`src/rtl/evr_pkg.sv`:
```
// ---------------------------------------------------------------------------
// evr_pkg
// Shared definitions for the EVR segmented data-buffer receiver:
//   - default segment size and framing K-characters
//   - dbuf_state_t, the frame parser state enum
//   - cksum_expected(), the checksum a sender appends for a given byte sum
// ---------------------------------------------------------------------------
package evr_pkg;

  localparam int unsigned SEG_BYTES_DEF = 16;
  localparam logic [7:0]  START_K_DEF   = 8'h5C;  // K28.2
  localparam logic [7:0]  STOP_K_DEF    = 8'h3C;  // K28.1

  // One state per sampled byte position of a frame
  typedef enum logic [2:0] {
    ST_IDLE,
    ST_ADDR,
    ST_DATA,
    ST_STOP,
    ST_CK_HI,
    ST_CK_LO
  } dbuf_state_t;

  // The sender transmits the ones'-style complement of the 16-bit byte sum
  function automatic logic [15:0] cksum_expected(input logic [15:0] sum);
    return 16'hFFFF - sum;
  endfunction

endpackage

```
`src/rtl/evr_dbuf_commit.sv`:
```
// ---------------------------------------------------------------------------
// evr_dbuf_commit
// Holds one verified segment and writes it to the segment RAM as consecutive
// 32-bit big-endian words, word 0 first, one word per cycle. Because the
// segment is copied into a private holding register at start_i, the parser
// is free to collect the next frame while the writes are still going out.
//
// Ports
//   clk, reset   rx_clk and asynchronous active-high reset
//   start_i      1-cycle request: latch seg_i/data_i and begin writing
//   seg_i        segment number of the verified frame
//   data_i       segment payload, byte 0 in the top byte
//   wr_en_o      RAM write strobe
//   wr_addr_o    {segment, word index}
//   wr_data_o    word being written
//   seg_done_o   high together with the final write of a segment
//   seg_num_o    segment of the last completed commit (updates on final write)
// ---------------------------------------------------------------------------
module evr_dbuf_commit
  import evr_pkg::*;
#(
  parameter int unsigned  SEG_BYTES = SEG_BYTES_DEF,
  localparam int unsigned WORDS     = SEG_BYTES / 4,
  localparam int unsigned WORD_W    = $clog2(WORDS),
  localparam int unsigned DATA_W    = SEG_BYTES * 8
) (
  input  logic                clk,
  input  logic                reset,
  input  logic                start_i,
  input  logic [7:0]          seg_i,
  input  logic [DATA_W-1:0]   data_i,
  output logic                wr_en_o,
  output logic [8+WORD_W-1:0] wr_addr_o,
  output logic [31:0]         wr_data_o,
  output logic                seg_done_o,
  output logic [7:0]          seg_num_o
);

  localparam logic [WORD_W-1:0] LAST_WORD = WORD_W'(WORDS - 1);

  logic              active_q, active_d;
  logic [WORD_W-1:0] word_q,   word_d;
  logic [7:0]        hSeg_q,   hSeg_d;
  logic [DATA_W-1:0] hData_q,  hData_d;
  logic [7:0]        segNum_q, segNum_d;
  logic              lastWord;
  logic [31:0]       words [WORDS];

  assign lastWord = active_q && (word_q == LAST_WORD);

  // Split the held segment into big-endian words for indexing by word_q
  always_comb begin
    for (int k = 0; k < WORDS; k++) begin
      words[k] = hData_q[DATA_W-1-32*k -: 32];
    end
  end

  // Advance through the words; a new start reloads the holding register
  always_comb begin
    active_d = active_q;
    word_d   = word_q;
    hSeg_d   = hSeg_q;
    hData_d  = hData_q;
    segNum_d = segNum_q;
    if (active_q) begin
      word_d = word_q + WORD_W'(1);
      if (lastWord) begin
        active_d = 1'b0;
        segNum_d = hSeg_q;
      end
    end
    if (start_i) begin
      active_d = 1'b1;
      word_d   = '0;
      hSeg_d   = seg_i;
      hData_d  = data_i;
    end
  end

  // Asynchronous reset abandons any remaining writes immediately
  always_ff @(posedge clk or posedge reset) begin
    if (reset) begin
      active_q <= 1'b0;
      word_q   <= '0;
      hSeg_q   <= '0;
      hData_q  <= '0;
      segNum_q <= '0;
    end else begin
      active_q <= active_d;
      word_q   <= word_d;
      hSeg_q   <= hSeg_d;
      hData_q  <= hData_d;
      segNum_q <= segNum_d;
    end
  end

  assign wr_en_o    = active_q;
  assign wr_addr_o  = {hSeg_q, word_q};
  assign wr_data_o  = words[word_q];
  assign seg_done_o = lastWord;
  // seg_num must already show the new segment during the final write
  assign seg_num_o  = lastWord ? hSeg_q : segNum_q;

endmodule

```
`src/rtl/evr_dbuf_rx.sv`:
```
// ---------------------------------------------------------------------------
// evr_dbuf_rx
// EVR segmented data-buffer receiver in the GTP rx_clk domain. Buffer bytes
// share rx_data[7:0] with the dbus, appearing on every second cycle after a
// start symbol. Frames are: START_K, segment address, SEG_BYTES data bytes,
// STOP_K, 16-bit checksum (MSB first). Frames whose checksum matches are
// handed to evr_dbuf_commit, which writes them to the segment RAM.
//
// Ports
//   clk, reset      rx_clk and asynchronous active-high reset
//   rx_valid        link usable (reset done and aligned)
//   rx_data         [7:0] buffer/dbus lane, [15:8] event lane (unused here)
//   rx_is_k         [0] marks rx_data[7:0] as a K-character
//   rx_err          disparity / not-in-table error on the current word
//   wr_en, wr_addr, wr_data   segment RAM write port, wr_addr = {seg, word}
//   seg_done        pulse with the final write of a segment
//   seg_num         segment of the last committed frame
//   frames_ok       good frames (saturating)
//   cksum_err_cnt   checksum mismatches (saturating)
//   frame_err_cnt   framing/symbol errors (saturating)
// ---------------------------------------------------------------------------
module evr_dbuf_rx
  import evr_pkg::*;
#(
  parameter int unsigned  SEG_BYTES = SEG_BYTES_DEF,
  parameter int unsigned  CNT_W     = 16,
  parameter logic [7:0]   START_K   = START_K_DEF,
  parameter logic [7:0]   STOP_K    = STOP_K_DEF,
  localparam int unsigned WORD_W    = $clog2(SEG_BYTES / 4)
) (
  input  logic                clk,
  input  logic                reset,
  input  logic                rx_valid,
  input  logic [15:0]         rx_data,
  input  logic [1:0]          rx_is_k,
  input  logic                rx_err,
  output logic                wr_en,
  output logic [8+WORD_W-1:0] wr_addr,
  output logic [31:0]         wr_data,
  output logic                seg_done,
  output logic [7:0]          seg_num,
  output logic [CNT_W-1:0]    frames_ok,
  output logic [CNT_W-1:0]    cksum_err_cnt,
  output logic [CNT_W-1:0]    frame_err_cnt
);

  localparam int unsigned      IDX_W    = $clog2(SEG_BYTES);
  localparam int unsigned      DATA_W   = SEG_BYTES * 8;
  localparam logic [IDX_W-1:0] LAST_IDX = IDX_W'(SEG_BYTES - 1);
  localparam logic [CNT_W-1:0] CNT_ONE  = {{(CNT_W-1){1'b0}}, 1'b1};

  function automatic logic [CNT_W-1:0] sat_inc(input logic [CNT_W-1:0] v);
    return (v == '1) ? v : v + CNT_ONE;
  endfunction

  dbuf_state_t       state_q, state_d;
  logic              slot_q,  slot_d;
  logic [IDX_W-1:0]  idx_q,   idx_d;
  logic [15:0]       sum_q,   sum_d;
  logic [7:0]        addr_q,  addr_d;
  logic [7:0]        ckHi_q,  ckHi_d;
  logic [7:0]        data_q [SEG_BYTES];
  logic [7:0]        data_d [SEG_BYTES];
  logic [CNT_W-1:0]  okCnt_q,    okCnt_d;
  logic [CNT_W-1:0]  ckErrCnt_q, ckErrCnt_d;
  logic [CNT_W-1:0]  frErrCnt_q, frErrCnt_d;

  logic [7:0]        rxByte;
  logic              rxK;
  logic              isStart;
  logic              sample;
  logic              symErr;
  logic              frameErr;
  logic              sampleOk;
  logic              ckMatch;
  logic              commitStart;
  logic [DATA_W-1:0] segBus;
  logic              unusedLane;

  assign rxByte     = rx_data[7:0];
  assign rxK        = rx_is_k[0];
  assign unusedLane = ^{rx_data[15:8], rx_is_k[1]};

  // Start is only looked for in IDLE; there every cycle is a candidate
  assign isStart  = rx_valid && rxK && (rxByte == START_K);
  // Inside a frame only slot 0 cycles carry buffer bytes
  assign sample   = (state_q != ST_IDLE) && !slot_q && rx_valid;
  assign frameErr = sample && symErr;
  assign sampleOk = sample && !symErr;
  assign ckMatch  = ({ckHi_q, rxByte} == cksum_expected(sum_q));

  // Decide whether the current sampled byte breaks framing. Only STOP may be
  // a K-character; a START_K mid-frame is just another illegal K here.
  always_comb begin
    symErr = rx_err;
    unique case (state_q)
      ST_ADDR, ST_DATA, ST_CK_HI, ST_CK_LO: if (rxK) symErr = 1'b1;
      ST_STOP: if (!(rxK && (rxByte == STOP_K))) symErr = 1'b1;
      default: symErr = 1'b0;
    endcase
  end

  // Parser state register and lane-phase toggle
  always_ff @(posedge clk or posedge reset) begin
    if (reset) begin
      state_q <= ST_IDLE;
      slot_q  <= 1'b0;
    end else begin
      state_q <= state_d;
      slot_q  <= slot_d;
    end
  end

  // Next state: loss of link or any framing error drops back to IDLE at
  // once; otherwise advance one position per good sampled byte
  always_comb begin
    state_d = state_q;
    slot_d  = ~slot_q;
    if (state_q == ST_IDLE) begin
      slot_d = isStart;
      if (isStart) state_d = ST_ADDR;
    end else if (!rx_valid || frameErr) begin
      state_d = ST_IDLE;
    end else if (sampleOk) begin
      unique case (state_q)
        ST_ADDR:  state_d = ST_DATA;
        ST_DATA:  if (idx_q == LAST_IDX) state_d = ST_STOP;
        ST_STOP:  state_d = ST_CK_HI;
        ST_CK_HI: state_d = ST_CK_LO;
        default:  state_d = ST_IDLE;
      endcase
    end
  end

  // Per-state datapath: capture address/data/checksum, accumulate the sum,
  // bump counters and request a commit on a matching checksum
  always_comb begin
    idx_d       = idx_q;
    sum_d       = sum_q;
    addr_d      = addr_q;
    ckHi_d      = ckHi_q;
    data_d      = data_q;
    okCnt_d     = okCnt_q;
    ckErrCnt_d  = ckErrCnt_q;
    frErrCnt_d  = frErrCnt_q;
    commitStart = 1'b0;
    if (frameErr) frErrCnt_d = sat_inc(frErrCnt_q);
    if (sampleOk) begin
      unique case (state_q)
        ST_ADDR: begin
          addr_d = rxByte;
          sum_d  = {8'h00, rxByte};
          idx_d  = '0;
        end
        ST_DATA: begin
          data_d[idx_q] = rxByte;
          sum_d         = sum_q + {8'h00, rxByte};
          idx_d         = idx_q + IDX_W'(1);
        end
        ST_CK_HI: ckHi_d = rxByte;
        ST_CK_LO: begin
          if (ckMatch) begin
            okCnt_d     = sat_inc(okCnt_q);
            commitStart = 1'b1;
          end else begin
            ckErrCnt_d  = sat_inc(ckErrCnt_q);
          end
        end
        default: ;
      endcase
    end
  end

  // Datapath and counter registers
  always_ff @(posedge clk or posedge reset) begin
    if (reset) begin
      idx_q      <= '0;
      sum_q      <= '0;
      addr_q     <= '0;
      ckHi_q     <= '0;
      okCnt_q    <= '0;
      ckErrCnt_q <= '0;
      frErrCnt_q <= '0;
      for (int k = 0; k < SEG_BYTES; k++) data_q[k] <= '0;
    end else begin
      idx_q      <= idx_d;
      sum_q      <= sum_d;
      addr_q     <= addr_d;
      ckHi_q     <= ckHi_d;
      okCnt_q    <= okCnt_d;
      ckErrCnt_q <= ckErrCnt_d;
      frErrCnt_q <= frErrCnt_d;
      data_q     <= data_d;
    end
  end

  // Byte 0 lands in the top byte so words come out big-endian
  always_comb begin
    for (int k = 0; k < SEG_BYTES; k++) begin
      segBus[DATA_W-1-8*k -: 8] = data_q[k];
    end
  end

  evr_dbuf_commit #(
    .SEG_BYTES (SEG_BYTES)
  ) uCommit (
    .clk        (clk),
    .reset      (reset),
    .start_i    (commitStart),
    .seg_i      (addr_q),
    .data_i     (segBus),
    .wr_en_o    (wr_en),
    .wr_addr_o  (wr_addr),
    .wr_data_o  (wr_data),
    .seg_done_o (seg_done),
    .seg_num_o  (seg_num)
  );

  assign frames_ok     = okCnt_q;
  assign cksum_err_cnt = ckErrCnt_q;
  assign frame_err_cnt = frErrCnt_q;

endmodule

```
`config.mk`:
```
export PLATFORM = sky130hd
export DESIGN_NAME = evr_dbuf_rx
export DESIGN_NICKNAME = d
export VERILOG_FILES = /design/src/rtl/evr_pkg.sv /design/src/rtl/evr_dbuf_commit.sv /design/src/rtl/evr_dbuf_rx.sv
export SDC_FILE = /design/constraint.sdc
export NUM_CORES = 1
export LEC_CHECK = 0
export CAP_MARGIN = 20
export CORE_ASPECT_RATIO = 0.5
export CORE_MARGIN = 1.5
export CORE_UTILIZATION = 39
export CTS_BUF_LIST = sky130_fd_sc_hd__clkbuf_4
export DETAILED_ROUTE_END_ITERATION = 10
export PLACE_DENSITY = 0.6
export SETUP_SLACK_MARGIN = 0.1
export SLEW_MARGIN = 0
export SYNTH_ARGS = -nofsm -noshare
export SYNTH_HDL_FRONTEND = slang
export SYNTH_SLANG_ARGS = --single-unit
```
`constraint.sdc`:
```
create_clock -name clk -period 26.7 [get_ports clk]
set_clock_uncertainty 0.05 [all_clocks]
set_input_delay 2.67 -clock clk [delete_from_list [all_inputs] [get_ports clk]]
set_output_delay 2.67 -clock clk [all_outputs]
set_load 0.02 [all_outputs]
```
==> flow_summary.ini, run 1 <==
[clock_network]
htree_num_levels = 3
cts.sinks = 363
cts_tree = yes
clk_latency_ns = 0.77
numCtsBuffers = 88
ctsResizeCount = 0
cts_buffer_depth = 3
post_cts_buffers = 0
hold_buffers = 0
root_buffer = clkbuf_4
clk_pin_slew_ns = 0.07

[global_route]
grt_pass1_wl_um = 58510
grt_pass1_vias = 11070
grt-ovfl-total = 0
grt_max_degree = 140
antenna_found_initial = 1
grt_use_total_pct = 17.62

[timing]
fin_crit_ns = 6.117
rsz0062_at_grt = false
final.setup.tns_ns = 0
timing.fmax_mhz = 163.5
worst_slew_pin_slew_ns = 1.068
slew_violations = 0
setup_viol = 0
slew_headroom_pct = 28.56
fin_crit_sh_pct = 22.91
final_hold_viol_count = 0

[logic_synthesis]
synth_nets = 1451
synth.distinct_cells = 55
ys_ff_latch = 363
synthArstFlopShare_pct = 100.0
syn_area_um2 = 15750
synthCells = 1412
synth-main-ff-cell = dfrtp_1
synth_warnings = 0
syn_area_per_cell_um2 = 11.15
synth-edff-count = 0
yosysSeqAreaShare_pct = 57.67

[layout]
fillers = 3581
layout.nets = 1603
regArea_um2 = 9085
multi_input_comb_area_um2 = 6344
final_core_util_pct = 47.03
drive_above_1_share_pct = 21.04
area_growth_pct = 17.57

[place]
gp_congestion = 0.8416
hpwlAfterDp_um = 21560
port_buffers = 112

[setup_path]
arrival_ns = 3.40
cp-end-kind = output port
crit_type = reg -> out
cp_max_fo = 35
start_kind = flip-flop
crit_required_ns = 23.98

[pwr]
powerDensity_nw_per_um2 = 61.51
power_uw = 1139
total_leakage_power_uw = 0.009247
ir_worst_vdd_v = 0.00002498

[flow_run]
cap_violations = 0

[die]
die_w_um = 287.2
die_h_um = 145.1
start_util_pct = 40.00
rows = 51
dieArea_um2 = 41670
core_area_um2 = 39370
pin_count = 122

[detailed_routing]
wl_per_cell_um = 16.49
first_iter_violations = 629
vias = 10790
finalWirelength_um = 35490
ant_nets = 0
drc = 0
dr.pass1.iters = 4
routed_via_density = 5.013

[hold_path]
min_path_type = reg -> reg

[status]
status = complete, no violations
power breakdown:
| group | internal [µW] | total [µW] | switching (µW) |
|---|---|---|---|
| Clock | 235 | 455 | 221 |
| Sequential | 568 | 585 | 16.4 |
| Combinational | 38.9 | 98.8 | 59.9 |
synth_stat cells, types with 7 or more instances:
cell	number	area share [%]
nor2_1	23	0.55
ha_1	16	1.3
xnor2_1	38	2.1
mux2_2	140	10
buf_2	20	0.64
and4_1	7	0.39
clkbuf_1	45	1.1
mux4_2	32	4.6
nand4_1	23	0.91
o21a_1	7	0.33
inv_1	14	0.33
nor3_1	14	0.44
nand3_1	25	0.79
o21ai_0	36	1.1
and3_1	12	0.48
dfrtp_1	363	58
nand2_1	496	12
xor2_1	13	0.72
a21oi_1	14	0.44
stage by stage:
step | worst slack (ns) | area, µm² | hold WS [ns] | cells
finish | 20.58 | 18520 | 0.4030 | 2152
global route | 20.24 | 18520 | 0.4404 | 2152
CTS | 20.41 | 18470 | 0.4129 | 2149
detailed placement | 19.84 | 17390 | 0.4013 | 2002
global placement | 19.88 | 17390 | 0.3938 | 2002
floorplan | 13.90 | 15750 | 0.3834 | 1412
worst max-delay path, cell delays in order (launching register included):
cell             delay [ns]
dfrtp_2                0.34
buf_4                  0.64
ha_1                   0.29
nand2_1                0.40
mux2_2                 0.43
clkdlybuf4s50_1        0.55
layout by cell type, fill, tap and decap left out, drive strengths merged, types with 5 or more instances in the layout:
cell type and n:
and4 7, nor3b 5, dfrtp 363, o21ai 36
mux2 142, and3 12, xnor2 38, nand3 26
mux2i 6, nand2 500, buf 17, inv 14
clkdlybuf4s50 112, mux4 32, clkinv 18, nand4 24
a21oi 14, o21a 7, nor2 25, xor2 13
nor3 18, ha 16, clkbuf 126
path summary, 6_finish.rpt:
check / startpoint / cells past startpoint / end / slack [ns]
worst max-delay path: uCommit.word_q[0]$_DFFE_PP0P_ / 5 / seg_num[1] / 20.58
worst min-delay path: data_q[124]$_DFFE_PP0P_ / 2 / uCommit.hData_q[124]$_DFFE_PP0P_ / 0.40
worst max register to register: sum_q[5]$_DFFE_PP0P_ / 9 / uCommit.hData_q[68]$_DFFE_PP0P_ / 23.29
worst min register to register: data_q[124]$_DFFE_PP0P_ / 2 / uCommit.hData_q[124]$_DFFE_PP0P_ / 0.40
max in group asynchronous: reset / 3 / uCommit.word_q[0]$_DFFE_PP0P_ / 22.58
min in group asynchronous: reset / 2 / frames_ok[14]$_DFFE_PP0P_ / 2.50
sequential cells by signal, indices dropped and copies added, names as in the netlist, 8 cells and up:
| register | cells |
|---|---|
| frames_ok | 16 |
| uCommit.segNum_q | 8 |
| sum_q | 16 |
| uCommit.hData_q | 128 |
| data_q | 128 |
| uCommit.hSeg_q | 8 |
| frame_err_cnt | 16 |
| ckHi_q | 8 |
| cksum_err_cnt | 16 |
| addr_q | 8 |
logic make-up (layout without fill, tap and decap cells):
kind of cell,after synthesis,count (layout),share of synthesized area [%]
other cells,0,1,0
xor+xnor,51,51,2.836
simple gates,634,634,17.53
fa+ha+maj,17,17,1.398
mux,180,180,15.11
flops,363,363,57.67
buf+inv,81,290,2.097
compound gates,86,86,3.353
layout make-up:
class                   instances  share of cell area, %
inverters                      14                 0.3243
clock buffers                 126                  5.108
flip-flops and latches        363                  49.06
well taps                     530                  3.581
repair buffers                129                  6.892
multi-input cells             968                  34.26
diodes                          1                0.01351
clock inverters                21                 0.7635
routing by layer:
metal	vias to the layer above	global-route usage (%)	share of wire, %
li1	5118	-	-
met3	53	4.340	3.8
met5	-	0	0
met4	0	5.263	1.7
met2	176	27.57	47
met1	5441	24.20	47
No activity file was read; power rests on OpenSTA's default activity.
==> run 2, diff against run 1 <==
--- a/config.mk
+++ b/config.mk
@@ -11,7 +11,7 @@
 export CORE_UTILIZATION = 39
 export CTS_BUF_LIST = sky130_fd_sc_hd__clkbuf_4
 export DETAILED_ROUTE_END_ITERATION = 10
-export PLACE_DENSITY = 0.6
+export PLACE_DENSITY = 0.62
 export SETUP_SLACK_MARGIN = 0.1
 export SLEW_MARGIN = 0
 export SYNTH_ARGS = -nofsm -noshare
==> constraint.sdc (replaced) <==
create_clock -name clk -period 5.3 [get_ports clk]
set_clock_uncertainty 0.05 [all_clocks]
set_input_delay 0.53 -clock clk [delete_from_list [all_inputs] [get_ports clk]]
set_output_delay 0.53 -clock clk [all_outputs]
set_load 0.02 [all_outputs]
==> flow_summary.ini, run 2 (same netlist as run 1, synthesis figures left out) <==
[detailed_routing]
drc = 0
wl_per_cell_um = 16.57
routed_via_density = 5.064
first_iter_violations = 603
vias = 10950
ant_nets = 0
finalWirelength_um = 35820
dr.pass1.iters = 6

[die]
rows = 51
die_w_um = 287.2
core_area_um2 = 39370
pin_count = 122
die_h_um = 145.1
start_util_pct = 40.00
dieArea_um2 = 41670

[layout]
fin_cells = 2162
area_growth_pct = 17.57
multi_input_comb_area_um2 = 6344
layout.nets = 1604
fin_area_um2 = 18520
layout_common_cells = nand2_1 (496), dfrtp_1 (362), mux2_2 (140), clkbuf_4 (123), clkdlybuf4s50_1 (112)
final_common_cell = nand2_1
reg_top3 = data_q (128), uCommit.hData_q (128)
regArea_um2 = 9085
final_core_util_pct = 47.03
drive_above_1_share_pct = 20.97
fillers = 3599

[timing]
timing.fmax_mhz = 261.7
fin_crit_ns = 3.821
setup_viol = 0
final_hold_viol_count = 0
slew_headroom_pct = 33.01
final.setup.tns_ns = 0
rsz0062_at_grt = false
fin_crit_sh_pct = 72.10
slew_violations = 0
worst_slew_pin_slew_ns = 1.002

[pwr]
total_leakage_power_uw = 0.009253
powerDensity_nw_per_um2 = 304.6
power_uw = 5640
ir_worst_vdd_v = 0.0001094

[clock_network]
numCtsBuffers = 87
cts.sinks = 363
cts_tree = yes
clk_latency_ns = 0.74
post_cts_buffers = 0
htree_num_levels = 3
root_buffer = clkbuf_4
clk_pin_slew_ns = 0.08
cts_buffer_depth = 3
ctsResizeCount = 0
hold_buffers = 0

[place]
port_buffers = 112
dp.cells = 2006
placed_area_um2 = 17460
hpwlAfterDp_um = 22300
gp_congestion = 0.7914

[setup_path]
cp_max_fo = 20
arrival_ns = 3.24
cp-startpoint = uCommit.word_q[0]$_DFFE_PP0P_
cp-endpoint = wr_data[1]
cp-end-kind = output port
start_kind = flip-flop
r2r_cells = 5
r2r_slack_ns = 2.32
crit_required_ns = 4.72
crit_type = reg -> out
r2r_end = data_q[71]$_DFFE_PP0P_
reg2reg_from = state_q[0]$_DFFE_PP0P_

[global_route]
grt_pass1_wl_um = 59270
grt_max_degree = 159
grt_pass1_vias = 11240
grt-ovfl-total = 0
antenna_found_initial = 1
grt_use_total_pct = 17.79

[flow_run]
cap_violations = 0

[status]
status = complete, no violations

[hold_path]
min_path_type = in -> async
==> run 2: changes by cell type in the layout (fill, tap and decap cells not counted), sizes merged <==
cell	delta
bufinv	-2
clkinv	+12
clkbuf	-3
inv	+1
buf	+2
==> run 2: layer usage <==
metal	share of wire (%)	vias up	global-route usage [%]	wire length [µm]
met3	5.5	56	5.063	1987
met2	48	224	28.55	17110
met5	0	-	0	0
met4	1.5	0	4.868	527
li1	-	5120	-	-
met1	45	5549	23.56	16190
==> run 2: metrics by stage <==
step | hold WS, ns | worst slack (ns)
5_1_grt | 0.07998 | 1.217
3_3_place_gp | 0.3935 | 1.627
4_1_cts | 0.05029 | 1.305
6_report | 0.1091 | 1.479
2_1_floorplan | 0.3834 | -0.1482
3_5_place_dp | 0.4003 | 1.559
==> run 2: power by group <==
group,internal [µW],switching [µW]
Combinational,194,303
Clock,1080,1120
Sequential,2860,84.9
Total,4130,1510
==> run 2: critical path, stage by stage, from the launching register on <==
cell,delay [ns]
dfrtp_2,0.76
buf_4,0.55
mux4_2,0.62
clkdlybuf4s50_1,0.57
==> run 2: layout make-up <==
class                           instances  area share [%]
Sequential cell                       363           49.06
Multi-Input combinational cell        968           34.26
Timing Repair Buffer                  131           7.095
Clock buffer                          123           4.986
Tap cell                              530           3.581
Clock inverter                         32          0.7027
Inverter                               14          0.3041
Antenna cell                            1         0.01351
==> run 2: worst min-delay path by stage <==
stage,from,cells past startpoint,end
3_5_place_dp,uCommit.hData_q[29]$_DFFE_PP0P_,2,uCommit.hData_q[29]$_DFFE_PP0P_
5_1_grt,reset,2,frames_ok[6]$_DFFE_PP0P_
3_3_place_gp,uCommit.hData_q[21]$_DFFE_PP0P_,2,uCommit.hData_q[21]$_DFFE_PP0P_
4_1_cts,reset,2,frames_ok[6]$_DFFE_PP0P_
6_report,reset,2,frames_ok[6]$_DFFE_PP0P_
2_1_floorplan,uCommit.hData_q[32]$_DFFE_PP0P_,2,uCommit.hData_q[32]$_DFFE_PP0P_
==> run 3, diff against run 2 <==
==> constraint.sdc (replaced) <==
create_clock -name clk -period 3.4 [get_ports clk]
set_clock_uncertainty 0.05 [all_clocks]
set_input_delay 0.34 -clock clk [delete_from_list [all_inputs] [get_ports clk]]
set_output_delay 0.34 -clock clk [all_outputs]
set_load 0.02 [all_outputs]
==> flow_summary.ini, run 3 (same netlist as run 1, synthesis figures left out) <==
[status]
status = complete, no violations

[clock_network]
cts_tree = yes
cts.sinks = 363
cts_buffer_depth = 3
clk_latency_ns = 0.78
htree_num_levels = 3
clk_pin_slew_ns = 0.07
numCtsBuffers = 86
root_buffer = clkbuf_4
post_cts_buffers = 0

[timing]
slew_headroom_pct = 53.10
fin_crit_sh_pct = 91.33
rsz0062_at_grt = false
worst_slew_pin_slew_ns = 0.7036
final.setup.tns_ns = 0
timing.fmax_mhz = 322.1
slew_violations = 0
setup_viol = 0
final_hold_viol_count = 0
fin_crit_ns = 3.105

[flow_run]
cap_violations = 0

[global_route]
grt_use_total_pct = 17.74
antenna_found_initial = 3
grt_pass1_wl_um = 59020
grt-ovfl-total = 0
grt_max_degree = 126
grt_pass1_vias = 11230

[hold_path]
min_path_type = in -> reg
min-delay-start = rx_data[1]
min_to = data_q[17]$_DFFE_PP0P_
holdPathStages = 2

[detailed_routing]
first_iter_violations = 633
ant_nets = 0
finalWirelength_um = 35760
dr.pass1.iters = 5
drc = 0
routed_via_density = 5.020
wl_per_cell_um = 16.49
vias = 10890

[die]
start_util_pct = 40.00
die_w_um = 287.2
pin_count = 122
rows = 51
core_area_um2 = 39370
die_h_um = 145.1
dieArea_um2 = 41670

[pwr]
ir_worst_vdd_v = 0.0002074
total_leakage_power_uw = 0.009344
powerDensity_nw_per_um2 = 483.1

[layout]
reg_top3 = data_q (128), uCommit.hData_q (128)
layout.nets = 1616
fin_cells = 2169
drive_above_1_share_pct = 21.70
regArea_um2 = 9085
area_growth_pct = 18.80
layout_common_cells = nand2_1 (495), dfrtp_1 (362), mux2_2 (140), clkbuf_4 (119), clkdlybuf4s50_1 (112)
final_common_cell = nand2_1
fillers = 3549
multi_input_comb_area_um2 = 6346

[setup_path]
cp-end-kind = output port
r2r_end = data_q[95]$_DFFE_PP0P_
arrival_ns = 2.72
cp_max_fo = 25
crit_required_ns = 3.01
r2r_slack_ns = 0.76
reg2reg_from = state_q[0]$_DFFE_PP0P_
r2r_cells = 5
crit_type = reg -> out
start_kind = flip-flop

[place]
dp.cells = 2018
gp_congestion = 0.7963
hpwlAfterDp_um = 22980
port_buffers = 112
==> run 3: power by group <==
| part | switching (µW) | leakage (µW) | total (µW) | internal, µW |
|---|---|---|---|---|
| clock | 1730 | 0.000655 | 3650 | 1920 |
| combinational | 476 | 0.00364 | 792 | 317 |
| sequential | 130 | 0.00505 | 4590 | 4460 |
==> run 3: cell type report <==
type,count,area share (%)
antenna,3,0.04012
clock buffer,119,4.774
clock inverter,28,1.163
inverter,14,0.3009
multi-input combinational,968,33.92
sequential,363,48.55
tap,530,3.544
timing repair buffer,144,7.710
==> run 3: how the worst max path moves through the flow <==
stage | startpoint | to | slack (ns) | cells past startpoint
2_1_floorplan | reset | addr_q[0]$_DFFE_PP0P_ | -1.86 | 1
3_3_place_gp | rx_data[5] | frames_ok[1]$_DFFE_PP0P_ | 0.43 | 7
3_5_place_dp | rx_data[5] | frames_ok[1]$_DFFE_PP0P_ | 0.36 | 7
4_1_cts | uCommit.word_q[0]$_DFFE_PP0P_ | wr_data[1] | 0.18 | 3
5_1_grt | uCommit.word_q[0]$_DFFE_PP0P_ | wr_data[1] | 0.13 | 3
6_report | uCommit.word_q[0]$_DFFE_PP0P_ | wr_data[1] | 0.29 | 3
==> run 3: through the flow <==
stage / hold slack [ns] / setup WS (ns) / area [µm²] / util, % / power (µW)
after floorplan: 0.3834 / -1.858 / 15750 / - / 5204
after CTS: 0.1542 / 0.1776 / 18700 / 47.51 / 9166
after detailed placement: 0.4013 / 0.3628 / 17580 / 44.64 / 5468
after global placement: 0.3942 / 0.4269 / 17580 / 44.64 / 5424
final: 0.2439 / 0.2949 / 18710 / 47.53 / 9040
after global routing: 0.1788 / 0.1265 / 18710 / 47.53 / 9525
==> run 3: critical path, stage by stage (launching register included) <==
cell and delay (ns):
dfrtp_2 0.39, buf_6 0.37, mux4_2 0.61, clkdlybuf4s50_1 0.58
==> run 3: metal layers <==
layer / vias up / wire, µm / share of wire (%) / global-route usage, %
met4: 0 / 584 / 1.6 / 5.132
li1: 5150 / - / - / -
met3: 48 / 1472 / 4.1 / 4.481
met1: 5485 / 16420 / 46 / 23.71
met2: 206 / 17280 / 48 / 28.51
met5: - / 0 / 0 / 0
==> run 3: timing repair <==
item | CTS | global route
gates resized for setup | 2 | 0
setup endpoints to repair | 24 | 0
hold endpoints to repair | 17 | 0
hold buffers | 1 | 0
